===== config.mk =====
export PLATFORM = sky130hd
export DESIGN_NAME = stopwatch_ctrl
export DESIGN_NICKNAME = d
export VERILOG_FILES = /design/src/rtl/stopwatch_pkg.sv /design/src/rtl/stopwatch_ctrl_btn_debounce.sv /design/src/rtl/stopwatch_ctrl.sv
export SDC_FILE = /design/constraint.sdc
export NUM_CORES = 1
export LEC_CHECK = 0
export BUFFER_PORTS_ARGS = -buffer_cell sky130_fd_sc_hd__buf_4
export CORE_ASPECT_RATIO = 1.2
export CORE_UTILIZATION = 29
export CTS_BUF_LIST = sky130_fd_sc_hd__clkbuf_4 sky130_fd_sc_hd__clkbuf_8
export DETAILED_ROUTE_END_ITERATION = 8
export HOLD_SLACK_MARGIN = 0.1
export MAX_ROUTING_LAYER = met4
export SYNTH_ARGS = -nofsm -noshare
export SYNTH_HDL_FRONTEND = slang
export SYNTH_SLANG_ARGS = --single-unit

===== constraint.sdc =====
create_clock -name clk -period 5 [get_ports clk]
set_input_delay 0.5 -clock clk [delete_from_list [all_inputs] [get_ports clk]]
set_output_delay 0.5 -clock clk [all_outputs]
set_load 0.1 [all_outputs]

===== src/rtl/stopwatch_pkg.sv =====
// stopwatch_pkg
// Shared definitions for the stopwatch chain: run-control state encoding and
// default timing parameters. The seconds/minutes stages downstream import
// this same package so every stage agrees on the state encoding.
package stopwatch_pkg;

    typedef enum logic [1:0] {
        ST_IDLE    = 2'b00,
        ST_RUN     = 2'b01,
        ST_PAUSE   = 2'b10,
        ST_ILLEGAL = 2'b11
    } state_t;

    // clk cycles per 1 Hz tick at a 100 MHz system clock
    localparam int DEF_CLK_DIV         = 100_000_000;
    // 10 ms of stable level at 100 MHz before a button change is accepted
    localparam int DEF_DEBOUNCE_CYCLES = 1_000_000;

endpackage


===== src/rtl/stopwatch_ctrl_btn_debounce.sv =====
// btn_debounce
// Conditions one raw push-button: 2-flop synchronizer, counting debouncer,
// and a one-cycle pulse on each accepted 0->1 change of the stable level.
//
// Ports
//   clk     : system clock
//   rst_n   : asynchronous active-low reset
//   btn_raw : raw button, asynchronous to clk, active-high
//   level   : debounced stable level
//   press   : one-cycle pulse when level flips 0->1 (registered)
module btn_debounce
    import stopwatch_pkg::*;
#(
    parameter int DEBOUNCE_CYCLES = DEF_DEBOUNCE_CYCLES
) (
    input  logic clk,
    input  logic rst_n,
    input  logic btn_raw,
    output logic level,
    output logic press
);

    localparam int CW = $clog2(DEBOUNCE_CYCLES + 1);

    logic          sync_q1;
    logic          sync_q2;
    logic [CW-1:0] cnt;

    // The counter flips the level on the same edge it would have reached
    // DEBOUNCE_CYCLES, so it never actually stores that value.
    always_ff @(posedge clk or negedge rst_n) begin
        if (!rst_n) begin
            sync_q1 <= 1'b0;
            sync_q2 <= 1'b0;
            cnt     <= '0;
            level   <= 1'b0;
            press   <= 1'b0;
        end else begin
            sync_q1 <= btn_raw;
            sync_q2 <= sync_q1;
            press   <= 1'b0;
            if (sync_q2 == level) begin
                cnt <= '0;
            end else if (cnt == CW'(DEBOUNCE_CYCLES - 1)) begin
                cnt   <= '0;
                level <= ~level;
                press <= ~level;
            end else begin
                cnt <= cnt + 1'b1;
            end
        end
    end

endmodule


===== src/rtl/stopwatch_ctrl.sv =====
// stopwatch_ctrl
// Run-control stage in front of the seconds counter. Debounces the start/stop
// and clear buttons, runs the IDLE/RUN/PAUSE machine and divides clk down to
// a one-cycle tick that enables the counter.
//
//   state    | meaning
//   ---------+-----------------------------------------------------------
//   IDLE     | stopped and cleared; prescaler held at 0
//   RUN      | prescaler counting, tick_en every CLK_DIV cycles
//   PAUSE    | stopped; prescaler holds its partial period for resume
//   (2'b11)  | unreachable; falls back to IDLE silently
//
// Ports
//   clk            : system clock
//   rst_n          : asynchronous active-low reset
//   btn_start_stop : raw start/stop button (async, active-high)
//   btn_clear      : raw clear button (async, active-high)
//   tick_en        : one-cycle pulse per elapsed tick period in RUN
//   cnt_clear      : one-cycle pulse zeroing downstream counters
//   running        : high while in RUN
//   state          : current FSM state
module stopwatch_ctrl
    import stopwatch_pkg::*;
#(
    parameter int CLK_DIV         = DEF_CLK_DIV,
    parameter int DEBOUNCE_CYCLES = DEF_DEBOUNCE_CYCLES
) (
    input  logic       clk,
    input  logic       rst_n,
    input  logic       btn_start_stop,
    input  logic       btn_clear,
    output logic       tick_en,
    output logic       cnt_clear,
    output logic       running,
    output logic [1:0] state
);

    localparam int PW = $clog2(CLK_DIV);

    logic ss_press;
    logic clr_press;
    logic ss_level_unused;
    logic clr_level_unused;

    btn_debounce #(
        .DEBOUNCE_CYCLES(DEBOUNCE_CYCLES)
    ) u_db_start_stop (
        .clk    (clk),
        .rst_n  (rst_n),
        .btn_raw(btn_start_stop),
        .level  (ss_level_unused),
        .press  (ss_press)
    );

    btn_debounce #(
        .DEBOUNCE_CYCLES(DEBOUNCE_CYCLES)
    ) u_db_clear (
        .clk    (clk),
        .rst_n  (rst_n),
        .btn_raw(btn_clear),
        .level  (clr_level_unused),
        .press  (clr_press)
    );

    state_t        state_q;
    state_t        state_d;
    logic [PW-1:0] presc_q;
    logic [PW-1:0] presc_d;
    logic          tick_d;
    logic          clear_d;
    logic          presc_last;

    assign presc_last = (presc_q == PW'(CLK_DIV - 1));

    // Clear outranks everything, including a start/stop press in the same
    // cycle and a tick that would otherwise fire on the wrap.
    always_comb begin
        state_d = state_q;
        presc_d = presc_q;
        tick_d  = 1'b0;
        clear_d = 1'b0;
        if (state_q == ST_ILLEGAL) begin
            state_d = ST_IDLE;
            presc_d = '0;
        end else if (clr_press) begin
            state_d = ST_IDLE;
            presc_d = '0;
            clear_d = 1'b1;
        end else begin
            case (state_q)
                ST_IDLE: begin
                    presc_d = '0;
                    if (ss_press) state_d = ST_RUN;
                end
                ST_RUN: begin
                    // Counting continues on the pause cycle so a tick due on
                    // that cycle is still delivered.
                    if (presc_last) begin
                        presc_d = '0;
                        tick_d  = 1'b1;
                    end else begin
                        presc_d = presc_q + 1'b1;
                    end
                    if (ss_press) state_d = ST_PAUSE;
                end
                ST_PAUSE: begin
                    if (ss_press) state_d = ST_RUN;
                end
                default: begin
                    state_d = ST_IDLE;
                    presc_d = '0;
                end
            endcase
        end
    end

    always_ff @(posedge clk or negedge rst_n) begin
        if (!rst_n) begin
            state_q   <= ST_IDLE;
            presc_q   <= '0;
            tick_en   <= 1'b0;
            cnt_clear <= 1'b0;
            running   <= 1'b0;
        end else begin
            state_q   <= state_d;
            presc_q   <= presc_d;
            tick_en   <= tick_d;
            cnt_clear <= clear_d;
            running   <= (state_d == ST_RUN);
        end
    end

    assign state = state_q;

endmodule


* After elaboration in Yosys (flattened, before gate mapping)
Cells that the tools add are included.
** Cells by class
- $add $sub $neg :: 3
- $mul :: 0
- Div/mod/pow operators :: 0
- $lt $le $gt $ge :: 0
- Equality and inequality tests :: 10
- Shift-type cells :: 0
- Muxes and demuxes :: 23
- Bitwise gates (word level) :: 4
- Reduce and logical (&&, ||, !) cells :: 4
** Operators with widths (count)
- 27-bit 2-to-1 mux :: 3
- 20-bit 2-to-1 mux :: 4
- 27-bit one-hot mux with 2 select lines :: 1
- 20-bit by 1-bit adder with 20-bit output, second input constant :: 2
- 20-bit == test, second input constant :: 2
- 27-bit by 1-bit adder with 27-bit output, second input constant :: 1
- 27-bit == test, second input constant :: 1
- 1-bit 2-to-1 mux :: 10
- 2-bit 2-to-1 mux :: 4
- 2-bit by 1-bit == test with 1-bit output, second input constant :: 2
- 2-bit == test, second input constant :: 2
- 1-bit NOT :: 4
- 2-bit one-hot mux with 2 select lines :: 1
- 2-bit AND reduction :: 2
- 3-bit by 2-bit != test with 1-bit output, second input constant :: 1
- 1-bit == test :: 2
- 2-bit logical NOT :: 1
- 2-bit OR reduction :: 1
** Word-level totals
- Register bits after elaboration :: 80
- Latch bits :: 0
- Bits in writable memories :: 0
- Memory bits (read-only) :: 0
- Output and inout bits :: 5
- Word-level logic and storage cells :: 59
- Memories kept :: 0

* Longest topological paths before layout
Gate-level depths: netlist (run 1).
- Word-level depth :: 6
- Gate-level depth with buffers :: 7

* Hierarchy
Synthesis (run 1) repeated with hierarchy kept, for this count alone.
** Unflattened totals
- Cells, all modules :: 413
- Area total of the unflattened synthesis :: 3996.3 sq um
** Modules (own cells, without submodules)
- btn_debounce :: times used 2, cells each 116, area each 1136.1 sq um, seq. area each 600.6 sq um
- stopwatch_ctrl :: times used 1, cells each 181, area each 1724.2 sq um, seq. area each 800.8 sq um

* Worst setup path after synthesis (run 1)
Ideal clock, no wire load.
- Path kind :: register -> register
- From :: register state_q[0], in the netlist state[0]
- To :: register presc_q[22]
- Library setup time :: 69 ps
- Arrival time :: 2332 ps
- Required time :: 4931 ps
- Path slack :: 2600 ps
- Cell stages (with the launch flop) :: 6
- Buffers on the path :: 0
- Period minus slack after synthesis :: 2400 ps
- Path through :: dfrtp_1 > inv_2 > or3_1 > a21o_2 > or4_1 > nand3_1
** On the way
- Word-level cells in the longest chain between the ends :: 4
** Ends and longest elaborated chain
- from (decl) :: line stopwatch_ctrl.sv:65 : state_t state_q;
- from (signal assigned) :: line stopwatch_ctrl.sv:125 : state_q <= state_d;
- 2-bit == test / 2-bit by 1-bit == test with 1-bit output (equally long branches) :: line stopwatch_ctrl.sv:90 : case (state_q)
- 27-bit one-hot mux with 2 select lines :: line stopwatch_ctrl.sv:90
- 27-bit 2-to-1 mux :: line stopwatch_ctrl.sv:85 : end else if (clr_press) begin
- 27-bit 2-to-1 mux :: line stopwatch_ctrl.sv:82 : if (state_q == ST_ILLEGAL) begin
- to (signal assigned) :: line stopwatch_ctrl.sv:126 : presc_q <= presc_d;
- to (decl) :: line stopwatch_ctrl.sv:67 : logic [PW-1:0] presc_q;
Several ways; a longest one is shown, not always the timed one.
A chain may end at the register's enable or synchronous reset.

* Worst setup path in the final report (run 1)
- From :: register state_q[0], in the netlist state[0]
- To :: register presc_q[23]
Same word-level chain as after synthesis.

==> results of run 1 <==
-- worst max-delay path by stage --
stage,startpoint,end,slack [ns]
2_1_floorplan,state[0],presc_q[22],2.60
3_3_place_gp,state[0],presc_q[23],2.75
3_5_place_dp,state[0],presc_q[23],2.67
4_1_cts,state[0],presc_q[23],2.62
5_1_grt,presc_q[0],presc_q[11],2.44
6_report,state[0],presc_q[23],2.63
-- kinds of logic (layout without fill, tap and decap cells) --
group / count (synthesis) / after routing / synth area share, %
muxes: 4 / 4 / 1.07
DFF: 80 / 80 / 50.2
AOI/OAI and AO/OA: 66 / 66 / 11.0
buffers and inverters: 18 / 29 / 2.67
adders and majority gates: 3 / 3 / 0.942
and+or+nand+nor: 192 / 192 / 26.2
xor gates and xnor gates: 36 / 36 / 7.91
-- per-layer routing --
| metal | GRT usage (%) | vias up | part of all wire (%) |
|---|---|---|---|
| met2 | 20.0 | 34 | 49 |
| met5 | - | - | 0 |
| met3 | 1.88 | 11 | 3.0 |
| met1 | 13.9 | 1439 | 46 |
| met4 | 6.68 | 0 | 2.0 |
| li1 | - | 1445 | - |
-- power by group through the flow --
stage                     logic, uW  clock network [uW]  registers [uW]
after floorplan                11.1                   0             669
after global placement         26.9                   0             670
after detailed placement       27.6                   0             670
after CTS                      27.6                 489             657
after global routing           31.7                 502             658
final                          26.1                 468             657
-- flip-flops by register name (all words and copies together) (netlist names) --
name                     flops
cnt_clear                    1
u_db_start_stop.press        1
tick_en                      1
u_db_start_stop.level        1
u_db_clear.level             1
u_db_clear.press             1
running                      1
u_db_start_stop.sync_q1      1
u_db_start_stop.sync_q2      1
u_db_clear.sync_q1           1
presc_q                     27
state                        2
u_db_start_stop.cnt         20
u_db_clear.sync_q2           1
u_db_clear.cnt              20
-- critical path, stage by stage, from the launching register on --
cell and delay, ns:
dfrtp_1 0.41, inv_2 0.08, or3_1 0.45, a21oi_4 0.87, o21ai_0 0.24, a31oi_1 0.22
-- Yosys cell counts, types with 2 or more instances --
library cell	number
a31oi_1	16
nor4b_1	2
a21o_1	3
o211ai_1	4
or3_1	4
xor2_1	18
ha_1	3
a22o_1	2
a41oi_1	2
o21ai_0	6
nor3_1	9
nor2_1	57
xnor2_1	18
and4_1	5
dfrtp_1	80
mux2i_1	2
mux2_2	2
and3_1	10
nor4_1	3
a21oi_1	22
nand3_1	26
buf_6	4
buf_4	2
nor4_2	2
o21ai_1	4
nand4_1	14
clkbuf_1	5
nand3b_1	3
inv_1	4
inv_2	2
nand2_1	37
a41oi_2	3
nor4_4	2
nand2b_1	4
-- cell type report --
type / count / area share [%]
timing repair buffer: 8 / 1.38
clock inverter: 4 / 1.03
multi-input combinational: 301 / 43.0
inverter: 6 / 0.516
tap: 168 / 4.82
sequential: 80 / 45.9
clock buffer: 11 / 3.33
-- through the flow --
stage,hold WS [ns],std cells
6_report,0.254,578
5_1_grt,0.241,578
4_1_cts,0.234,578
3_5_place_dp,0.336,563
3_3_place_gp,0.335,563
2_1_floorplan,0.204,399
==> impl_metrics.yaml, run 1 <==
clocking:
  cts_root_buf: "clkbuf_8"
  insertion_delay_ns: 0.35
  cts.path.max_buffers: 2
  ctsHoldBuffers: 0
  cts.htree.levels: 3
  cts-resized-gates: 0
  cts.clk_slew.worst_paths_ns: 0.07
  cts_buffers: 9
  tritoncts: "done"
  post_cts_buffers: 0
  cts.sinks: 80
floorplan:
  die_w_um: 109
  io_pins: 9
  core_region_area_mm2: 0.0133
  dieArea_mm2: 0.0142
  rows: 46
  initial_utilization_pct: 30.0
  die_h_um: 130
setup_path:
  r2r-start: "state[0]"
  worstPathArrival_ns: 2.64
  crit_path_end_kind: "flop"
  regToRegSetupSlack_ns: 2.63
  start_kind: "flop"
  timing.rr.end: "presc_q[23]"
  path_max_fanout: 46
  critPathRequiredTime_ns: 5.26
  crit_type: "reg2reg"
  ff2ff_path_depth: 5
power:
  p_int_uw: 903
  seq_power_share_pct: 57.1
  pwr_density_cell_mw_per_mm2: 264
  swShare_pct: 21.6
  p_leak_uw: 0.00181
  clkPwrFrac_pct: 40.7
  p_total_uw: 1150
  comb_power_share_pct: 2.3
  switchingPower_uw: 249
  peakVddDrop_v: 0.000211
global_routing:
  grt_pass1_vias: 2827
  grtUsageTotal_pct: 12.1
  antenna_found_initial: 0
  grt-ovfl-total: 0
  grt_pass1_wl_um: 13000
  grt_start_max_net_pins: 81
worst_hold_path:
  hold_class: "in2reg"
  hold_end: "u_db_start_stop.sync_q1"
  min_from: "btn_start_stop"
  holdPathStages: 1
synth:
  ys_types: 53
  synth-async-reset-ratio_pct: 100
  synth.largest_area_cell: "dfrtp_1"
  yosysWarnings: 0
  yosysTopAreaCellShare_pct: 50.2
  synth_fp_nets: 406
  ys_ff_latch: 80
  synth_area_mm2: 0.00399
  synth_cells: 399
  yosys_most_used_dff: "dfrtp_1"
  synth_seq_area_share_pct: 50.2
  synth-edff-count: 0
  ys_top_cells_by_area: "dfrtp_1 (50%), nor2_1 (5.4%), xnor2_1 (4.0%)"
  avgSynthCellArea_um2: 9.99
sta:
  report.final.hold_viol_count: 0
  finalCriticalPeriod_ns: 2.37
  slew_headroom_pct: 25.3
  finalCritPeriodShare_pct: 47.4
  finalSetupTns_ns: 0
  rsz0062_at_grt: "no"
  tightest_slew_ns: 1.12
  setup_violations: 0
  max_freq_mhz: 422
  fin_skew_ns: 0.0104
  setup_slack_ns: 2.63
  finalMaxSlewViolations: 0
placement:
  routabilityCongestion: 0.814
  port_buffers: 8
  placed_area_mm2: 0.00417
  dpl.hpwl_um: 5010
  pre_cts_ws_ns: 2.67
final_layout:
  multi_input_comb_area_mm2: 0.00188
  ff_latch_area_mm2: 0.00200
  fillers: 1332
  layout_commonest_cell: "dfrtp_1"
  layout.nets: 413
  drive_gt1_share_pct: 10.5
  n_antenna_cell: 0
  mostFrequentLayoutCells: "dfrtp_1 (80), nor2_1 (57), nand2_1 (37), nand3_1 (26), a21oi_1 (22)"
  final_area_mm2: 0.00436
  utilization_pct: 32.8
  area_delta_synth_final_pct: 9.45
drt:
  drcViolationCount: 0
  first_pass_iters: 4
  final_antenna_net_count: 0
  drt-wirelength-per-cell_um: 13.2
  drtIter0Drc: 196
  via_per_inst: 5.07
  vias: 2929
  totalWireLength_um: 7620
outcome:
  status: "finished, final reports clean"
flow_run:
  cap_violations: 0
Note: power is estimated with default switching activity, not from simulation.
==> run 2: changes to the inputs <==
==> constraint.sdc (replaced) <==
create_clock -name clk -period 2.1 [get_ports clk]
set_input_delay 0.21 -clock clk [delete_from_list [all_inputs] [get_ports clk]]
set_output_delay 0.21 -clock clk [all_outputs]
set_load 0.1 [all_outputs]
==> run 2 against run 1 <==
Clock skew down 0.00089 ns; critical endpoint is now presc_q[6]; critical path depth up 1; core utilization up 2.3 points; combinational power rose to 3.0 times the previous value.
==> impl_metrics.yaml, run 2 (synthesis gave the netlist of run 1 again) <==
drt:
  via_per_inst: 4.99
  drt-wirelength-per-cell_um: 13.2
  vias: 3016
  drtIter0Drc: 79
  final_antenna_net_count: 0
  drcViolationCount: 0
  first_pass_iters: 4
  totalWireLength_um: 7980
setup_path:
  worstPathArrival_ns: 2.28
  crit_type: "reg2reg"
  crit_top_cell: "a21o_1"
  cp_slowest_stage_delay_ns: 0.55
  path_max_fanout: 30
  cp_top_family: "simple AND/OR/NAND/NOR gates"
  critPathRequiredTime_ns: 2.35
  cp.buffers_inverters: 1
  crit_path_end_kind: "flop"
  start_kind: "flop"
  cp_slowest_cell: "or4_4"
  cp_cell_sequence: "or4_4 -> nor4_4 -> a21oi_4 -> buf_12 -> a21o_1 -> a21o_1"
clocking:
  cts.sinks: 80
  cts_buffers: 9
  tritoncts: "done"
  insertion_delay_ns: 0.36
  cts.clk_slew.worst_paths_ns: 0.08
  cts_root_buf: "clkbuf_8"
  cts.path.max_buffers: 2
  cts.htree.levels: 3
sta:
  tightest_slew_ns: 0.613
  max_freq_mhz: 491
  finalCriticalPeriod_ns: 2.04
  finalMaxSlewViolations: 0
  slew_headroom_pct: 59.0
  setup_violations: 0
  report.final.hold_viol_count: 0
  finalCritPeriodShare_pct: 96.9
  fin_skew_ns: 0.00949
  rsz0062_at_grt: "yes"
global_routing:
  grt-ovfl-total: 0
  grt_start_max_net_pins: 32
  grt_pass1_wl_um: 14000
  antenna_found_initial: 0
  grt_pass1_vias: 3013
  grtUsageTotal_pct: 13.0
final_layout:
  utilization_pct: 35.1
  area_delta_synth_final_pct: 17.1
  layout_commonest_cell: "dfrtp_1"
  reg.largest.list: "presc_q x27, u_db_clear.cnt x20, u_db_start_stop.cnt x20"
  largest_register: "presc_q"
  multi_input_comb_area_mm2: 0.00188
  ff_latch_area_mm2: 0.00201
  mostFrequentLayoutCells: "dfrtp_1 (78), nor2_1 (57), nand2_1 (37), buf_4 (29), nand3_1 (26)"
  final_area_mm2: 0.00467
  n_antenna_cell: 0
  fillers: 1317
  drive_gt1_share_pct: 16.0
  largest_reg_flops: 27
  layout.nets: 439
floorplan:
  dieArea_mm2: 0.0142
  io_pins: 9
  core_region_area_mm2: 0.0133
  rows: 46
  die_w_um: 109
  initial_utilization_pct: 30.0
  die_h_um: 130
power:
  p_leak_uw: 0.00197
  p_total_uw: 3050
  pwr_density_cell_mw_per_mm2: 655
  peakVddDrop_v: 0.000464
worst_hold_path:
  hold_class: "in2async"
placement:
  dpl.hpwl_um: 5530
  port_buffers: 8
  routabilityCongestion: 0.822
  placed_area_mm2: 0.00436
flow_run:
  cap_violations: 0
outcome:
  status: "finished, final reports clean"
run 2: cell count changes in the layout (fill, tap and decap cells not counted), moves of 2 or more:
| cell | delta |
|---|---|
| buf_4 | +21 |
| clkinv_2 | -3 |
| clkinv_4 | +3 |
| dlygate4sd3_1 | +3 |
| buf_12 | +2 |
| bufinv_16 | +2 |
| dfrtp_1 | -2 |
run 2: area by class of cell:
class	count	area share (%)
clock inverter	6	2.49
timing repair buffer	34	6.17
multi-input combinational	301	40.4
sequential	80	43.0
tap	168	4.51
clock buffer	10	2.95
inverter	6	0.483
run 2: path summary, 6_finish.rpt:
check                                   start            endpoint  slack, ns  cells after the start
max                               presc_q[11]          presc_q[6]       0.06                      6
min reg2reg                u_db_clear.sync_q1  u_db_clear.sync_q2       0.35                      0
min                                     rst_n   u_db_clear.cnt[1]       0.31                      2
max reg2reg                       presc_q[11]          presc_q[6]       0.06                      6
max in group asynchronous               rst_n          presc_q[3]       1.20                      3
min in group clk           u_db_clear.sync_q1  u_db_clear.sync_q2       0.35                      0
run 2: repair_timing:
| item | 4_1_cts | 5_1_grt |
|---|---|---|
| gates resized for setup | 0 | 1 |
| endpoints found under the setup margin | 0 | 4 |
| hold buffers | 3 | 0 |
| hold endpoints to repair | 30 | 0 |
| buffers inserted | 0 | 2 |
run 2: routing by layer:
layer / share of wire, % / global-route usage (%) / vias up
li1: - / - / 1495
met1: 45 / 15.2 / 1469
met2: 50 / 21.6 / 41
met3: 3.3 / 3.47 / 11
met4: 1.7 / 3.97 / 0
met5: 0 / - / -
run 2: per-stage QoR:
step           cells  worst slack, ns  setup TNS, ns  hold WS, ns
2_1_floorplan    399           0.0911              0      -0.0856
3_3_place_gp     584            0.131              0        0.165
3_5_place_dp     584           0.0869              0        0.166
4_1_cts          603           0.0600              0        0.313
5_1_grt          605          -0.0298        -0.0945        0.350
6_report         605           0.0641              0        0.311
run 2: power breakdown:
group / total (uW) / internal, uW / leakage [uW] / switching [uW]
sequential: 1560 / 1550 / 0.00110 / 12.1
clock: 1410 / 828 / 0.000127 / 583
combinational: 79.5 / 27.5 / 0.000742 / 52.0
==> run 3: changes to the inputs <==
--- a/config.mk
+++ b/config.mk
@@ -6,7 +6,6 @@
 export NUM_CORES = 1
 export LEC_CHECK = 0
 export BUFFER_PORTS_ARGS = -buffer_cell sky130_fd_sc_hd__buf_4
-export CORE_ASPECT_RATIO = 1.2
 export CORE_UTILIZATION = 29
 export CTS_BUF_LIST = sky130_fd_sc_hd__clkbuf_4 sky130_fd_sc_hd__clkbuf_8
 export DETAILED_ROUTE_END_ITERATION = 8
==> run 3 against run 2 <==
First-iteration DRC count increased by 96%; final cell count up 0.99%; critical endpoint unchanged; highest routed layer unchanged; critical path depth stayed put; clock power decreased by 11%; largest power group unchanged; global-route usage fell by 0.51 points; sequential share of layout area increased by 0.26 points; maximum frequency up 2.0%; combinational power up 1%.
==> impl_metrics.yaml, run 3 (synthesis gave the netlist of run 1 again) <==
drt:
  drt-wirelength-per-cell_um: 13.0
  via_per_inst: 4.99
  drcViolationCount: 0
  vias: 3048
  drtIter0Drc: 155
  totalWireLength_um: 7940
  first_pass_iters: 4
  final_antenna_net_count: 0
sta:
  setup_violations: 0
  finalSetupTns_ns: 0
  fin_skew_ns: 0.00864
  tightest_slew_ns: 0.623
  finalCritPeriodShare_pct: 95.0
  max_freq_mhz: 501
  slew_headroom_pct: 58.3
  finalCriticalPeriod_ns: 2.00
  report.final.hold_viol_count: 0
  rsz0062_at_grt: "yes"
  finalMaxSlewViolations: 0
final_layout:
  largest_register: "presc_q"
  fillers: 1366
  mostFrequentLayoutCells: "dfrtp_1 (78), nor2_1 (57), nand2_1 (37), nand3_1 (26), buf_4 (26)"
  n_antenna_cell: 0
  area_delta_synth_final_pct: 16.4
  largest_reg_flops: 27
  drive_gt1_share_pct: 15.6
  reg.largest.list: "presc_q x27, u_db_clear.cnt x20, u_db_start_stop.cnt x20"
  fin_cells: 611
  layout_commonest_cell: "dfrtp_1"
  layout.nets: 437
flow_run:
  cap_violations: 0
setup_path:
  worstPathArrival_ns: 2.25
  start_kind: "flop"
  crit_path_end_kind: "flop"
  ff2ff_path_depth: 6
  critPathRequiredTime_ns: 2.35
  path_max_fanout: 30
  crit_type: "reg2reg"
global_routing:
  grt_pass1_vias: 2991
  grtUsageTotal_pct: 12.4
  antenna_found_initial: 0
  grt_pass1_wl_um: 13800
  grt-ovfl-total: 0
  grt_start_max_net_pins: 41
placement:
  routabilityCongestion: 0.813
  dpl.hpwl_um: 5430
  port_buffers: 8
  dp_cells: 590
worst_hold_path:
  hold_class: "reg2reg"
  holdPathStages: 0
floorplan:
  die_h_um: 119
  rows: 42
  core_region_area_mm2: 0.0133
  dieArea_mm2: 0.0142
  die_w_um: 119
  io_pins: 9
  initial_utilization_pct: 29.9
clocking:
  cts_root_buf: "clkbuf_8"
  cts.clk_slew.worst_paths_ns: 0.08
  cts.path.max_buffers: 2
  insertion_delay_ns: 0.36
  cts_buffers: 9
  tritoncts: "done"
  cts.htree.levels: 3
  cts.sinks: 80
outcome:
  status: "finished, final reports clean"
power:
  peakVddDrop_v: 0.000469
  pwr_density_cell_mw_per_mm2: 626
  p_leak_uw: 0.00195
[run 3: repair_timing]
action                                  CTS  global route
setup buffers                             0             2
endpoints found under the setup margin    0             3
hold endpoints to repair                 40             0
hold buffers                              3             0
resized for setup                         0             1
[run 3: worst max-delay path, stage by stage, from the launching register on]
cell and delay (ns):
dfrtp_1 0.39, or4b_4 0.55, nor4_4 0.32, a21oi_4 0.11, buf_12 0.18, a21o_1 0.16
a21o_1 0.17
[run 3: power by group]
group          internal (uW)  total [uW]  switching [uW]  leakage (uW)
logic                   27.9        80.6            52.7      0.000736
clock network            671        1260             585      0.000110
registers               1550        1560            12.6       0.00110
total                   2250        2900             651       0.00195
[run 3: area by class of cell]
type | instances | area (um^2) | share of cell area (%)
sequential | 80 | 2010 | 43.3
multi-input combinational | 301 | 1880 | 40.6
timing repair buffer | 32 | 285 | 6.15
tap | 176 | 220 | 4.75
clock buffer | 9 | 124 | 2.67
clock inverter | 7 | 95.1 | 2.05
inverter | 6 | 22.5 | 0.486
[run 3: through the flow]
| step | setup slack (ns) | power [uW] | area (um^2) | utilization, % | hold WS, ns |
|---|---|---|---|---|---|
| after floorplan | 0.0911 | 1620 | 3990 | - | -0.0856 |
| after global placement | 0.149 | 1670 | 4370 | 32.7 | 0.235 |
| after detailed placement | 0.125 | 1680 | 4370 | 32.7 | 0.236 |
| after CTS | 0.107 | 2950 | 4620 | 34.6 | 0.355 |
| after global routing | 0.000816 | 3020 | 4640 | 34.7 | 0.360 |
| final | 0.105 | 2900 | 4640 | 34.7 | 0.355 |
[run 3: routing by layer]
metal | GRT usage, % | routed length, um
met1 | 16.7 | 3900
met2 | 18.2 | 3640
met3 | 2.25 | 248
met4 | 5.78 | 153
met5 | - | 0
[run 3: final timing paths]
kind                                     from            endpoint  slack (ns)
setup / recovery                  presc_q[19]          presc_q[6]        0.10
hold / removal             u_db_clear.sync_q1  u_db_clear.sync_q2        0.35
setup reg to reg                  presc_q[19]          presc_q[6]        0.10
hold reg to reg            u_db_clear.sync_q1  u_db_clear.sync_q2        0.35
max in group asynchronous               rst_n  u_db_clear.cnt[15]        1.10
min in group asynchronous               rst_n         presc_q[25]        0.39
